==> src/rtl/core_inst_seq_if.sv <==
// Host-side bundle for the tile instruction sequencer.
// The host drives start, the tile descriptor and ofifo_valid; the sequencer returns inst, busy and done.
interface core_inst_seq_if #(
   parameter int ADDR_W = 11
);
   logic              start;
   logic [ADDR_W-1:0] w_base;
   logic [ADDR_W-1:0] a_base;
   logic [ADDR_W-1:0] p_base;
   logic [ADDR_W-1:0] n_act;
   logic              acc_en;
   logic              ofifo_valid;
   logic [33:0]       inst;
   logic              busy;
   logic              done;

   modport master (
      output start, w_base, a_base, p_base, n_act, acc_en, ofifo_valid,
      input  inst, busy, done
   );

   modport slave (
      input  start, w_base, a_base, p_base, n_act, acc_en, ofifo_valid,
      output inst, busy, done
   );
endinterface

==> src/rtl/core_inst_seq.sv <==
// Tile instruction sequencer: weight load, activation execute with optional
// psum accumulate, write-back, then OFIFO drain, emitted as a registered 34-bit bundle.
module core_inst_seq #(
   parameter int ROW     = 8,
   parameter int ADDR_W  = 11,
   parameter int MAC_LAT = 8
) (
   input logic             clk,
   input logic             reset,
   core_inst_seq_if.slave  bus
);
   localparam logic [33:0] IDLE_INST = 34'h1_800C_0000;
   localparam int CW = ADDR_W + 2 + $clog2(MAC_LAT + 3);

   localparam int B_LOAD  = 0;
   localparam int B_EXEC  = 1;
   localparam int B_L0WR  = 2;
   localparam int B_IFWR  = 5;
   localparam int B_OFRD  = 6;
   localparam int B_WENX  = 18;
   localparam int B_CENX  = 19;
   localparam int B_WENP  = 31;
   localparam int B_CENP  = 32;
   localparam int B_ACC   = 33;

   typedef enum logic [2:0] {
      S_IDLE,
      S_WLOAD,
      S_EXEC,
      S_DRAIN,
      S_DONE
   } state_t;

   state_t            state_q, state_d;
   logic [CW-1:0]     cnt_q, cnt_d;
   logic [ADDR_W-1:0] rd_cnt_q, rd_cnt_d;
   logic [ADDR_W-1:0] w_base_q, w_base_d;
   logic [ADDR_W-1:0] a_base_q, a_base_d;
   logic [ADDR_W-1:0] p_base_q, p_base_d;
   logic [ADDR_W-1:0] n_act_q, n_act_d;
   logic              acc_q, acc_d;
   logic [33:0]       inst_q, inst_d;
   logic              busy_q, busy_d;
   logic              done_q, done_d;

   logic [CW-1:0]     last_t;
   logic [CW-1:0]     c_end;
   logic [ADDR_W:0]   sl_x, sl_f, sl_e, sl_r, sl_w;

   // {hit, t}: does cycle c carry the event at offset off for some vector t < n
   function automatic logic [ADDR_W:0] slot(
      input logic [CW-1:0]     c,
      input logic [CW-1:0]     off,
      input logic              ii2,
      input logic [ADDR_W-1:0] n
   );
      logic [CW-1:0] d;
      logic [CW-1:0] idx;
      logic          hit;
      d   = c - off;
      idx = ii2 ? (d >> 1) : d;
      hit = (c >= off) && !(ii2 && d[0]) && (idx < CW'(n));
      return {hit, idx[ADDR_W-1:0]};
   endfunction

   always_comb begin
      state_d  = state_q;
      cnt_d    = cnt_q;
      rd_cnt_d = rd_cnt_q;
      w_base_d = w_base_q;
      a_base_d = a_base_q;
      p_base_d = p_base_q;
      n_act_d  = n_act_q;
      acc_d    = acc_q;
      inst_d   = IDLE_INST;
      last_t   = CW'(n_act_q) - CW'(1);
      c_end    = (acc_q ? (last_t << 1) : last_t) + CW'(MAC_LAT + 2);

      unique case (state_q)
         S_IDLE: begin
            if (bus.start) begin
               state_d  = S_WLOAD;
               cnt_d    = '0;
               rd_cnt_d = '0;
               w_base_d = bus.w_base;
               a_base_d = bus.a_base;
               p_base_d = bus.p_base;
               n_act_d  = bus.n_act;
               acc_d    = bus.acc_en;
            end
         end
         S_WLOAD: begin
            if (cnt_q == CW'(ROW)) begin
               cnt_d   = '0;
               state_d = (n_act_q == '0) ? S_DONE : S_EXEC;
            end else begin
               cnt_d = cnt_q + CW'(1);
            end
         end
         S_EXEC: begin
            if (cnt_q == c_end) begin
               state_d  = S_DRAIN;
               cnt_d    = '0;
               rd_cnt_d = '0;
            end else begin
               cnt_d = cnt_q + CW'(1);
            end
         end
         S_DRAIN: begin
            if (rd_cnt_q == n_act_q) state_d = S_DONE;
         end
         S_DONE: state_d = S_IDLE;
         default: state_d = S_IDLE;
      endcase

      busy_d = (state_d == S_WLOAD) || (state_d == S_EXEC) ||
               (state_d == S_DRAIN);
      done_d = (state_d == S_DONE);

      sl_x = slot(cnt_d, CW'(0), acc_d, n_act_d);
      sl_f = slot(cnt_d, CW'(1), acc_d, n_act_d);
      sl_e = slot(cnt_d, CW'(2), acc_d, n_act_d);
      sl_r = slot(cnt_d, CW'(MAC_LAT + 1), acc_d, n_act_d);
      sl_w = slot(cnt_d, CW'(MAC_LAT + 2), acc_d, n_act_d);

      // Bundle describes the cycle that begins at the coming edge
      unique case (state_d)
         S_WLOAD: begin
            if (cnt_d < CW'(ROW)) begin
               inst_d[B_CENX] = 1'b0;
               inst_d[17:7]   = w_base_d + cnt_d[ADDR_W-1:0];
            end
            if (cnt_d != '0) begin
               inst_d[B_LOAD] = 1'b1;
               inst_d[B_L0WR] = 1'b1;
            end
         end
         S_EXEC: begin
            if (sl_x[ADDR_W]) begin
               inst_d[B_CENX] = 1'b0;
               inst_d[17:7]   = a_base_d + sl_x[ADDR_W-1:0];
            end
            if (sl_f[ADDR_W]) inst_d[B_IFWR] = 1'b1;
            if (sl_e[ADDR_W]) inst_d[B_EXEC] = 1'b1;
            if (acc_d && sl_r[ADDR_W]) begin
               inst_d[B_CENP] = 1'b0;
               inst_d[30:20]  = p_base_d + sl_r[ADDR_W-1:0];
            end
            if (sl_w[ADDR_W]) begin
               inst_d[B_CENP] = 1'b0;
               inst_d[B_WENP] = 1'b0;
               inst_d[30:20]  = p_base_d + sl_w[ADDR_W-1:0];
               inst_d[B_ACC]  = acc_d;
            end
         end
         S_DRAIN: begin
            inst_d[B_OFRD] = bus.ofifo_valid;
            rd_cnt_d       = rd_cnt_d + ADDR_W'(bus.ofifo_valid);
         end
         default: ;
      endcase
   end

   always_ff @(posedge clk or posedge reset) begin
      if (reset) begin
         state_q  <= S_IDLE;
         cnt_q    <= '0;
         rd_cnt_q <= '0;
         w_base_q <= '0;
         a_base_q <= '0;
         p_base_q <= '0;
         n_act_q  <= '0;
         acc_q    <= 1'b0;
         inst_q   <= IDLE_INST;
         busy_q   <= 1'b0;
         done_q   <= 1'b0;
      end else begin
         state_q  <= state_d;
         cnt_q    <= cnt_d;
         rd_cnt_q <= rd_cnt_d;
         w_base_q <= w_base_d;
         a_base_q <= a_base_d;
         p_base_q <= p_base_d;
         n_act_q  <= n_act_d;
         acc_q    <= acc_d;
         inst_q   <= inst_d;
         busy_q   <= busy_d;
         done_q   <= done_d;
      end
   end

   assign bus.inst = inst_q;
   assign bus.busy = busy_q;
   assign bus.done = done_q;

   // B_WENX is a constant 1 from IDLE_INST; named for readers of the bit map
   localparam int UNUSED_WENX = B_WENX;
endmodule

==> src/flat_wrapper.sv <==
// flat-port wrapper written by rule: the top's interface ports become plain ports
module core_inst_seq_flat 
#(
   parameter int ROW     = 8,
   parameter int ADDR_W  = 11,
   parameter int MAC_LAT = 8
)
  (clk, reset, bus_start, bus_w_base, bus_a_base, bus_p_base, bus_n_act, bus_acc_en, bus_ofifo_valid, bus_inst, bus_busy, bus_done);
  core_inst_seq_if #(.ADDR_W(ADDR_W)) bus_i ();
  input logic clk;
  input logic reset;
  input wire logic [$bits(bus_i.start)-1:0] bus_start;
  input wire logic [$bits(bus_i.w_base)-1:0] bus_w_base;
  input wire logic [$bits(bus_i.a_base)-1:0] bus_a_base;
  input wire logic [$bits(bus_i.p_base)-1:0] bus_p_base;
  input wire logic [$bits(bus_i.n_act)-1:0] bus_n_act;
  input wire logic [$bits(bus_i.acc_en)-1:0] bus_acc_en;
  input wire logic [$bits(bus_i.ofifo_valid)-1:0] bus_ofifo_valid;
  output wire logic [$bits(bus_i.inst)-1:0] bus_inst;
  output wire logic [$bits(bus_i.busy)-1:0] bus_busy;
  output wire logic [$bits(bus_i.done)-1:0] bus_done;
  assign bus_i.start = bus_start;
  assign bus_i.w_base = bus_w_base;
  assign bus_i.a_base = bus_a_base;
  assign bus_i.p_base = bus_p_base;
  assign bus_i.n_act = bus_n_act;
  assign bus_i.acc_en = bus_acc_en;
  assign bus_i.ofifo_valid = bus_ofifo_valid;
  assign bus_inst = bus_i.inst;
  assign bus_busy = bus_i.busy;
  assign bus_done = bus_i.done;
  core_inst_seq #(.ROW(ROW), .ADDR_W(ADDR_W), .MAC_LAT(MAC_LAT)) u_core (.clk(clk), .reset(reset), .bus(bus_i));
endmodule
==> config.mk <==
export PLATFORM = sky130hd
export DESIGN_NAME = core_inst_seq_flat
export DESIGN_NICKNAME = d
export VERILOG_FILES = /design/src/rtl/core_inst_seq_if.sv /design/src/rtl/core_inst_seq.sv /design/src/flat_wrapper.sv
export SDC_FILE = /design/constraint.sdc
export NUM_CORES = 1
export LEC_CHECK = 0
export BUFFER_PORTS_ARGS = -buffer_cell sky130_fd_sc_hd__buf_4
export CORE_UTILIZATION = 35
export DETAILED_ROUTE_END_ITERATION = 10
export GPL_TIMING_DRIVEN = 0
export PLACE_DENSITY_LB_ADDON = 0.12
export RECOVER_POWER = 100
export SLEW_MARGIN = 10
export SYNTH_ARGS = -nofsm -noshare
export SYNTH_HDL_FRONTEND = slang
export SYNTH_SLANG_ARGS = --single-unit
export TNS_END_PERCENT = 50
==> constraint.sdc <==
create_clock -name clk -period 11.14 [get_ports clk]
set_clock_uncertainty 0.15 [all_clocks]
set_input_delay 0.557 -clock clk [delete_from_list [all_inputs] [get_ports clk]]
set_output_delay 0.557 -clock clk [all_outputs]
set_load 0.02 [all_outputs]
=== Word-level counts from Yosys, hierarchy flattened ===
Cells that the tools add are included.

* Add/subtract/negate cells: 12
* Magnitude comparators: 11
* Equality and inequality tests: 10
* Mux-type cells: 47
* Reductions and logical operators: 26

{| class="wikitable"
|+ Operators with widths
! kind !! count
|-
| two-way mux 11 bit || 14
|-
| two-way mux 17 bit || 9
|-
| less-than comparator 17 x 11 -> 1 bit || 5
|-
| one-hot mux 17 bit (3 select lines) || 1
|-
| adder 11 bit || 4
|-
| one-hot mux 11 bit (2 select lines) || 2
|-
| >= comparator 17 x 1 -> 1 bit (second input constant) || 2
|-
| >= comparator 17 x 4 -> 1 bit (second input constant) || 2
|-
| subtractor 17 x 4 -> 17 bit (second input constant) || 2
|-
| two-way mux 14 bit || 2
|-
| adder 17 x 1 -> 17 bit (second input constant) || 1
|-
| adder 17 x 4 -> 17 bit (second input constant) || 1
|-
| equality test 17 bit || 1
|-
| equality test 17 x 4 -> 1 bit (second input constant) || 1
|-
| >= comparator 17 x 2 -> 1 bit (second input constant) || 1
|-
| less-than comparator 17 x 4 -> 1 bit (second input constant) || 1
|-
| nonzero test 17 bit || 1
|-
| subtractor 17 x 1 -> 17 bit (second input constant) || 1
|-
| subtractor 17 x 2 -> 17 bit (second input constant) || 1
|-
| logical AND 1 bit || 16
|-
| two-way mux 3 bit || 5
|-
| equality test 3 x 2 -> 1 bit (second input constant) || 4
|-
| two-way mux 1 bit || 12
|-
| one-hot mux 3 bit (4 select lines) || 1
|-
| 10 further kinds || 16
|}

* Register bits: 109
* Output and inout bits: 36
* Logic and storage cells: 117

=== Longest topological paths before layout ===
Gate-level depths: netlist of run 1.

* Word-level depth: 15
* Gate-level depth with buffers: 42

=== Worst setup path after synthesis of run 1 ===
Ideal clock, no wire load.

* Path type: reg-to-reg
* Start point: register u_core.n_act_q[0]
* End point: register u_core.inst_q[22] (netlist: u_core.bus.inst[22])
* Data arrival time: 7,738 ps
* Data required time: 10,863 ps
* Setup slack: 3,125 ps
* Cell stages (with the launch flop): 40
* Path buffers: 4
* Clock period less this slack: 8,015 ps
* Cells stage by stage: dfrtp_1 -> clkbuf_1 -> inv_1 -> ha_1 -> buf_2 -> xor2_1 -> nor2_1 -> a21oi_1 -> ha_1 -> nor2b_1 -> o32ai_1 -> xnor2_1 -> a211oi_1 -> xnor2_1 -> o2111a_1 -> nand4_2 -> o21ba_1 -> buf_2 -> (+4 left out) -> o21ai_0 -> a21boi_0 -> ha_1 -> a21o_1 -> a21o_1 -> a21o_1 -> a21o_1 -> a21oi_1 -> nor2b_1 -> o21ai_0 -> nand2b_1 -> a21o_1 -> a21oi_1 -> nor4b_1 -> o211ai_1 -> a2111oi_4 -> nand2_1 -> a2bb2oi_2

* Cells in the longest elaborated chain, start to end: 15
* Elaborated cells between the ends (all ways): 38

{| class="wikitable"
|+ Ends and longest elaborated chain
! item !! line !! RTL
|-
| start, declared || core_inst_seq.sv:40 || <nowiki>logic [ADDR_W-1:0] n_act_q, n_act_d;</nowiki>
|-
| start signal, assigned || core_inst_seq.sv:184 || <nowiki>n_act_q <= n_act_d;</nowiki>
|-
| branches (longest 14 deep; another with adder 17 x 4 -> 17 bit) || n/a ||
|-
| two-way mux 14 bit * || core_inst_seq.sv:127 || <nowiki>unique case (state_d)</nowiki>
|-
| named net u_core.inst_d[22] || core_inst_seq.sv:42 || <nowiki>logic [33:0] inst_q, inst_d;</nowiki>
|-
| end signal, assigned || core_inst_seq.sv:186 || <nowiki>inst_q <= inst_d;</nowiki>
|-
| end, declared || core_inst_seq.sv:42 ||
|}

Mark *: on every way through the listed nets, which the timed path passes.

=== Final worst setup path of run 1 ===
* Start point: register u_core.n_act_q[0]
* End point: register u_core.inst_q[24] (netlist: u_core.bus.inst[24])

Same word-level chain as after synthesis.

==> results_dict.tcl, run 1 <==
set metrics [dict create \
    via_per_inst 5.61 \
    die_w_um 176 \
    start_kind "register" \
    reg2reg_depth 40 \
    post-synth-top-count-cell "dfrtp_1" \
    syn_inst 1262 \
    syn_area_um2 10600 \
    post_drt_wl_per_cell_um 20.6 \
    synth_top_family_by_area "compound AO/OA/AOI/OAI gates" \
    antenna_cells 0 \
    synth_compound_area_share_pct 23.7 \
    worst-setup-path-type "register to register" \
    num_rows 63 \
    hold_path_class "primary input to register" \
    max-cap-violations 2 \
    rrSetupSlack_ns 0.88 \
    totalWireLength_um 36100 \
    period_needed_ns 10.26 \
    cts_buffer_depth 2 \
    setup_viol 0 \
    start_util_pct 35.7 \
    arrival_ns 10.40 \
    synth_xor_xnor_area_share_pct 9.44 \
    drt_iter0_markers 1019 \
    grt_overflow 0 \
    setup_tns_ns 0 \
    synthTopCellsByArea "dfrtp_1 (25%), ha_1 (11%), xnor2_1 (6.7%)" \
    yosysTopAreaCell "dfrtp_1" \
    cts.sinks 108 \
    grt_pass1_wl_um 56800 \
    synth.yosys.warnings 0 \
    synthArstFlopShare_pct 100 \
    synth_edf_count 0 \
    drive_above_1_share_pct 8.96 \
    die_h_um 176 \
    syn_area_per_cell_um2 8.42 \
    endpoint_kind "register" \
    dieArea_um2 31100 \
    synth_cell_types 92 \
    r2r-end "u_core.bus.inst[24]" \
    core_area_um2 29800 \
    hpwl_um 28600 \
    ys.flop_type "dfrtp_1" \
    worst-path-max-fanout 10 \
    htree_levels 3 \
    firstDrtPassIters 6 \
    cp_slowest_stage_delay_ns 0.64 \
    max_freq_mhz 97.5 \
    post_cts_buffers 0 \
    clk_pin_slew_ns 0.08 \
    grt_max_degree 57 \
    io_pins 85 \
    drc 0 \
    fin_crit_sh_pct 92.1 \
    slew_viol_final 111 \
    fin_nets 1506 \
    clk_root_buffer_cell "clkbuf_16" \
    cts_resized 0 \
    hold_buffers 0 \
    min_to "u_core.bus.inst[6]" \
    n_fill_cell 3101 \
    worstHoldStart "bus_ofifo_valid" \
    multiInputGateArea_um2 7290 \
    path_common_cell "a21o_1" \
    slew_headroom_pct -111 \
    seqCellArea_um2 2710 \
    synthMuxAreaShare_pct 5.44 \
    holdPathStages 2 \
    grt_pass1_vias 9609 \
    ys_seq_elements 108 \
    area_delta_synth_final_pct 11.3 \
    rsz0062_at_grt "false" \
    gp_congestion 0.929 \
    antenna_found_initial 0 \
    synthAdderAreaFrac_pct 12.2 \
    track_usage_pct 24.0 \
    worstMarginPinSlew_ns 3.16 \
    clkLatencyLatePin_ns 0.38 \
    dr_total_vias 9822 \
    crit_required_ns 11.28 \
    slowest_stage "o32ai_1" \
    reg2reg_from "u_core.n_act_q[0]" \
    violations "capacitance limit, slew limit" \
    cts_tree "yes" \
    ys_seq_area_share_pct 25.5 \
    synth-simple-area-share_pct 18.3 \
    hold_violations 0 \
    ant_nets 0 \
    io_buffers 81 \
    cts_buffers 9 \
    synthTopCellsByCount "dfrtp_1 (105), a21oi_1 (103), ha_1 (97)" \
    outcome "finished, violations left" \
    synth_top_area_share_pct 24.7 \
]
## layout by cell type, fill, tap and decap left out, types with 17 or more instances in the layout
master and instances:
a21o_1 35, a21oi_1 103, buf_4 51, clkbuf_1 86, dfrtp_1 105, ha_1 97, inv_1 62, mux2_1 30
mux2i_1 18, nand2_1 79, nand2b_1 20, nand3_1 30, nand4_1 21, nor2_1 90, nor2b_1 18, nor3_1 33
o21ai_0 76, o21bai_1 17, xnor2_1 81, xor2_1 31
## per-layer routing
metal	track usage (%)	vias up	wire length [um]
li1	-	4753	-
met5	0	-	0
met1	32.8	4743	16600
met4	7.97	0	1080
met2	39.2	280	16800
met3	2.80	46	1610
## how the worst max path moves through the flow
stage / startpoint / end / slack, ns
floorplan: u_core.n_act_q[0] / u_core.bus.inst[22] / 3.12
finish: u_core.n_act_q[0] / u_core.bus.inst[24] / 0.88
global placement: u_core.n_act_q[0] / u_core.bus.inst[23] / 1.12
global route: u_core.n_act_q[0] / u_core.bus.inst[23] / 0.13
CTS: u_core.n_act_q[0] / u_core.bus.inst[23] / 1.13
detailed placement: u_core.n_act_q[0] / u_core.bus.inst[23] / 1.15
## final cells by class
| cell class | instances | share of cell area, % |
|---|---|---|
| buffer | 72 | 2.70 |
| tap | 390 | 4.13 |
| sequential | 108 | 22.9 |
| clock inverter | 7 | 0.529 |
| clock buffer | 9 | 1.90 |
| timing repair buffer | 82 | 4.13 |
| multi-input combinational | 1016 | 61.6 |
| inverter | 67 | 2.14 |
## critical path, delay by kind of cell, from the launching register on
family	cells	cell delay, ns
adder cells (fa/ha/maj)	4	1.09
buffers and inverters	6	1.72
AND/OR/NAND/NOR	8	1.40
AO/OA/AOI/OAI	20	4.92
XOR/XNOR	1	0.20
multiplexers	1	0.19
flip-flops	1	0.45
## state kept, by name (all words and copies together), names as in the netlist
signal and count:
u_core.bus.busy 1, u_core.cnt_q 17, u_core.bus.done 1, u_core.state_q 3
u_core.p_base_q 11, u_core.w_base_q 11, u_core.acc_q 1, u_core.a_base_q 11
u_core.n_act_q 11, u_core.rd_cnt_q 11, u_core.bus.inst 30
## per-stage QoR
| stage | util, % | hold slack (ns) | cells | setup WS (ns) | area (um2) |
|---|---|---|---|---|---|
| finish | 39.7 | 0.268 | 1751 | 0.879 | 11800 |
| global route | 39.7 | 0.252 | 1751 | 0.132 | 11800 |
| CTS | 40.4 | 0.0786 | 1751 | 1.13 | 12100 |
| detailed placement | 39.5 | 0.341 | 1735 | 1.15 | 11800 |
| global placement | 39.4 | 0.332 | 1734 | 1.12 | 11700 |
| floorplan | - | 0.326 | 1263 | 3.12 | 10600 |
## kinds of logic (layout without fill, tap and decap cells)
kind of cell,count (synthesis),in the layout
buf+inv,139,237
xor+xnor,113,113
mux,53,53
compound gates,369,369
other cells,2,3
simple gates,377,377
fa+ha+maj,101,101
flops,108,108
Power of run 1 is not shown: default switching activity piles up to over one toggle a cycle in this logic, so the estimate is an artifact.
==> run 2: changes to the inputs <==
Settings changed: CORE_UTILIZATION 35 to 45.
==> results_dict.tcl, run 2 (synthesized netlist as in run 1, its figures left out) <==
set metrics [dict create \
    dr_wl_met3_um 2130 \
    hold_violations 0 \
    violations "capacitance limit, slew limit" \
    grt_max_degree 58 \
    drc 0 \
    die_w_um 156 \
    io_buffers 81 \
    gp_congestion 0.994 \
    min_to "u_core.bus.inst[6]" \
    track_usage_pct 29.7 \
    slowest_stage "a21boi_1" \
    worstHoldStart "bus_ofifo_valid" \
    cp_slowest_stage_delay_ns 0.72 \
    max_freq_mhz 96.5 \
    cts_tree "yes" \
    cts_resized 0 \
    dieArea_um2 24200 \
    clk_pin_slew_ns 0.08 \
    drt_iter0_markers 800 \
    firstDrtPassIters 5 \
    arrival_ns 10.48 \
    reg2reg_depth 42 \
    post_cts_buffers 0 \
    reg2reg_from "u_core.n_act_q[0]" \
    r2r-end "u_core.bus.inst[23]" \
    worst-setup-path-type "register to register" \
    fin_crit_sh_pct 93.0 \
    period_needed_ns 10.36 \
    worst-path-max-fanout 10 \
    io_pins 85 \
    endpoint_kind "register" \
    slew_viol_final 111 \
    crit_required_ns 11.26 \
    clkLatencyLatePin_ns 0.36 \
    grt_pass1_vias 9689 \
    core_area_um2 22900 \
    antenna_cells 0 \
    grt_overflow 0 \
    n_fill_cell 2279 \
    dp_slack_ns 0.999 \
    final_cell_mix "dfrtp_1 (105), a21oi_1 (103), ha_1 (97), nor2_1 (90), clkbuf_1 (86)" \
    start_util_pct 46.4 \
    startpoint "u_core.n_act_q[0]" \
    timing.final.ws_setup_ns 0.782 \
    rrSetupSlack_ns 0.78 \
    holdPathStages 2 \
    slew_headroom_pct -89.9 \
    start_kind "register" \
    via_per_inst 5.96 \
    multiInputGateArea_um2 7290 \
    largest_reg_flops 30 \
    hpwl_um 27600 \
    worstMarginPinSlew_ns 2.85 \
    cts_buffer_depth 2 \
    max-cap-violations 2 \
    antenna_found_initial 0 \
    ant_nets 0 \
    routed.top_layer "met4" \
    die_h_um 156 \
    area_delta_synth_final_pct 10.5 \
    rsz0062_at_grt "false" \
    hold_path_class "primary input to register" \
    htree_levels 3 \
    totalWireLength_um 35000 \
    post_drt_wl_per_cell_um 20.9 \
    fin_nets 1506 \
    seqCellArea_um2 2710 \
    dr_wl_met2_um 16400 \
    setup_tns_ns 0 \
    cts_buffers 9 \
    cts.sinks 108 \
    grt_pass1_wl_um 54800 \
    outcome "finished, violations left" \
    clk_root_buffer_cell "clkbuf_16" \
    hold_buffers 0 \
    final_common_cell "dfrtp_1" \
    dr_total_vias 9975 \
    drive_above_1_share_pct 8.82 \
    wl_met1_um 15100 \
    num_rows 55 \
    setup_viol 0 \
]
==> run 2: cell types whose count changed in the layout (fill, tap and decap cells not counted), moves of 2 or more <==
cell       before  now
a2bb2oi_1      12   10
a2bb2oi_2       0    2
clkinv_4        2    0
inv_6           0    3
nand2_1        79   81
nand2_2         9    7
==> run 2: worst max path at each step <==
stage	endpoint	slack, ns	cells past startpoint
after global placement	u_core.bus.inst[23]	1.07	42
after CTS	u_core.bus.inst[23]	0.97	42
final	u_core.bus.inst[23]	0.78	42
after global routing	u_core.bus.inst[23]	0.07	42
after detailed placement	u_core.bus.inst[23]	1.0	42
after floorplan	u_core.bus.inst[22]	3.12	39
==> run 2: metrics by stage <==
stage                     util [%]  cell area, um2  cells  hold slack (ns)
after global routing          51.2           11700   1674            0.287
final                         51.2           11700   1674            0.291
after global placement        50.8           11600   1657            0.334
after floorplan                  -           10600   1263            0.326
after CTS                     52.2           12000   1674            0.116
after detailed placement      50.9           11700   1658            0.339
==> run 2: final cells by class <==
type / instances / share of cell area [%]
Sequential cell: 108 / 23.0
Clock buffer: 10 / 1.95
Buffer: 72 / 2.73
Clock inverter: 6 / 0.586
Timing Repair Buffer: 82 / 4.16
Multi-Input combinational cell: 1016 / 62.0
Inverter: 67 / 2.15
Tap cell: 313 / 3.33
==> run 2: routing by layer <==
metal	track usage [%]	vias to the layer above
met5	0	-
met4	12.0	0
met3	3.69	80
met2	49.3	373
met1	39.1	4775
li1	-	4747
==> run 2: critical path: cells and delay by family, from the launching register on <==
kind                       cells  cell delay [ns]
AOI/OAI and AO/OA             16             4.55
buffers and inverters          6             1.63
and+or+nand+nor               12             1.63
adders and majority gates      4             1.06
xor gates and xnor gates       4             0.78
DFF                            1             0.44
Power of run 2 is left out for the same reason.
==> run 3: changes to the inputs <==
Clock period 11.14 ns to 13.2 ns, I/O delays scaled along.
==> results_dict.tcl, run 3 (synthesized netlist as in run 1, its figures left out) <==
set metrics [dict create \
    gp_congestion 0.994 \
    max_freq_mhz 86.1 \
    min_to "u_core.a_base_q[8]" \
    area_delta_synth_final_pct 10.4 \
    drt_iter0_markers 809 \
    slew_headroom_pct -88.8 \
    dieArea_um2 24200 \
    io_buffers 81 \
    max-cap-violations 2 \
    cp_slowest_stage_delay_ns 1.08 \
    violations "capacitance limit, slew limit" \
    cts_buffers 9 \
    core_area_um2 22900 \
    cts_tree "yes" \
    largest_reg_flops 30 \
    post_drt_wl_per_cell_um 21.0 \
    final_common_cell "dfrtp_1" \
    dpl_cell_area_um2 11700 \
    cts.sinks 108 \
    final_cells 1674 \
    post_cts_buffers 0 \
    hpwl_um 27600 \
    clk_root_buffer_cell "clkbuf_16" \
    setup_viol 0 \
    cts_resized 0 \
    busiest_layer "met2" \
    num_rows 55 \
    firstDrtPassIters 5 \
    grt_util_met2_pct 49.3 \
    fin_crit_sh_pct 87.9 \
    worst-path-max-fanout 10 \
    grt_overflow 0 \
    met3_usage_pct 3.69 \
    htree_levels 3 \
    reg2reg_from "u_core.n_act_q[0]" \
    via_per_inst 5.97 \
    grt_pass1_wl_um 54800 \
    use_met1_pct 39.1 \
    io_pins 85 \
    antenna_found_initial 0 \
    track_usage_pct 29.7 \
    arrival_ns 11.73 \
    final_cell_mix "dfrtp_1 (105), a21oi_1 (103), ha_1 (97), nor2_1 (90), clkbuf_1 (89)" \
    clkLatencyLatePin_ns 0.36 \
    grt_pass1_vias 9689 \
    drc 0 \
    ant_nets 0 \
    holdPathStages 1 \
    period_needed_ns 11.61 \
    dr_total_vias 9986 \
    start_util_pct 46.4 \
    start_kind "register" \
    hold_violations 0 \
    rrSetupSlack_ns 1.59 \
    die_w_um 156 \
    clk_pin_slew_ns 0.08 \
    worstHoldStart "u_core.a_base_q[8]" \
    r2r-end "u_core.bus.inst[23]" \
    fin_hold_ws_ns 0.344 \
    worst-setup-path-type "register to register" \
    crit_required_ns 13.33 \
    drive_above_1_share_pct 8.67 \
    rsz0062_at_grt "false" \
    hold_path_class "register to register" \
    cts_buffer_depth 2 \
    slowest_stage "a21boi_0" \
    reg2reg_depth 37 \
    die_h_um 156 \
    endpoint_kind "register" \
    totalWireLength_um 35100 \
    hold_buffers 0 \
    path_common_cell "clkbuf_1" \
    setup_tns_ns 0 \
    worstMarginPinSlew_ns 2.83 \
    slew_viol_final 111 \
    n_fill_cell 2283 \
    finish.instance_area_um2 11700 \
    grt_max_degree 58 \
    dpl.cell_count 1658 \
    outcome "finished, violations left" \
    antenna_cells 0 \
    fin_nets 1506 \
]
[run 3: cell count changes in the layout (fill, tap and decap cells not counted), sizes merged]
cell,before,now
clkbuf,97,100
buf,67,64
[run 3: metrics by stage]
stage                     setup WS, ns  util [%]
after floorplan                   5.18         -
after global placement            3.13      50.8
after detailed placement          3.06      50.9
after CTS                         3.03      52.2
after global routing              1.09      51.2
final                             1.59      51.2
[run 3: worst max-delay path by stage]
| stage | from | endpoint | slack [ns] | depth (start not counted) |
|---|---|---|---|---|
| 6_report | u_core.n_act_q[0] | u_core.bus.inst[23] | 1.59 | 37 |
| 5_1_grt | u_core.n_act_q[0] | u_core.bus.inst[23] | 1.09 | 37 |
| 4_1_cts | u_core.n_act_q[0] | u_core.bus.inst[23] | 3.03 | 42 |
| 3_5_place_dp | u_core.n_act_q[0] | u_core.bus.inst[23] | 3.06 | 42 |
| 3_3_place_gp | u_core.n_act_q[0] | u_core.bus.inst[23] | 3.13 | 42 |
| 2_1_floorplan | u_core.n_act_q[0] | u_core.bus.inst[22] | 5.18 | 39 |
[run 3: cell type report]
class	instances	area (um2)	area share, %
clock inverters	6	68.8	0.587
plain buffers	72	310	2.64
clock buffers	10	229	1.95
flip-flops and latches	108	2710	23.1
multi-input cells	1016	7290	62.1
inverters	67	253	2.15
repair buffers	82	488	4.16
well taps	313	392	3.34
[run 3: critical path: cells and delay by family, from the launching register on]
family	cells	cell delay [ns]
muxes	1	0.30
xor gates and xnor gates	1	0.24
and+or+nand+nor	7	1.01
AOI/OAI and AO/OA	19	6.58
adders and majority gates	3	0.81
DFF	1	0.45
buffers and inverters	6	1.98
[run 3: metal layers]
metal	up-vias	wire, um
li1	4749	-
met1	4790	15200
met2	371	16400
met5	-	0
met4	0	1310
met3	76	2160
Power of run 3 is left out for the same reason.
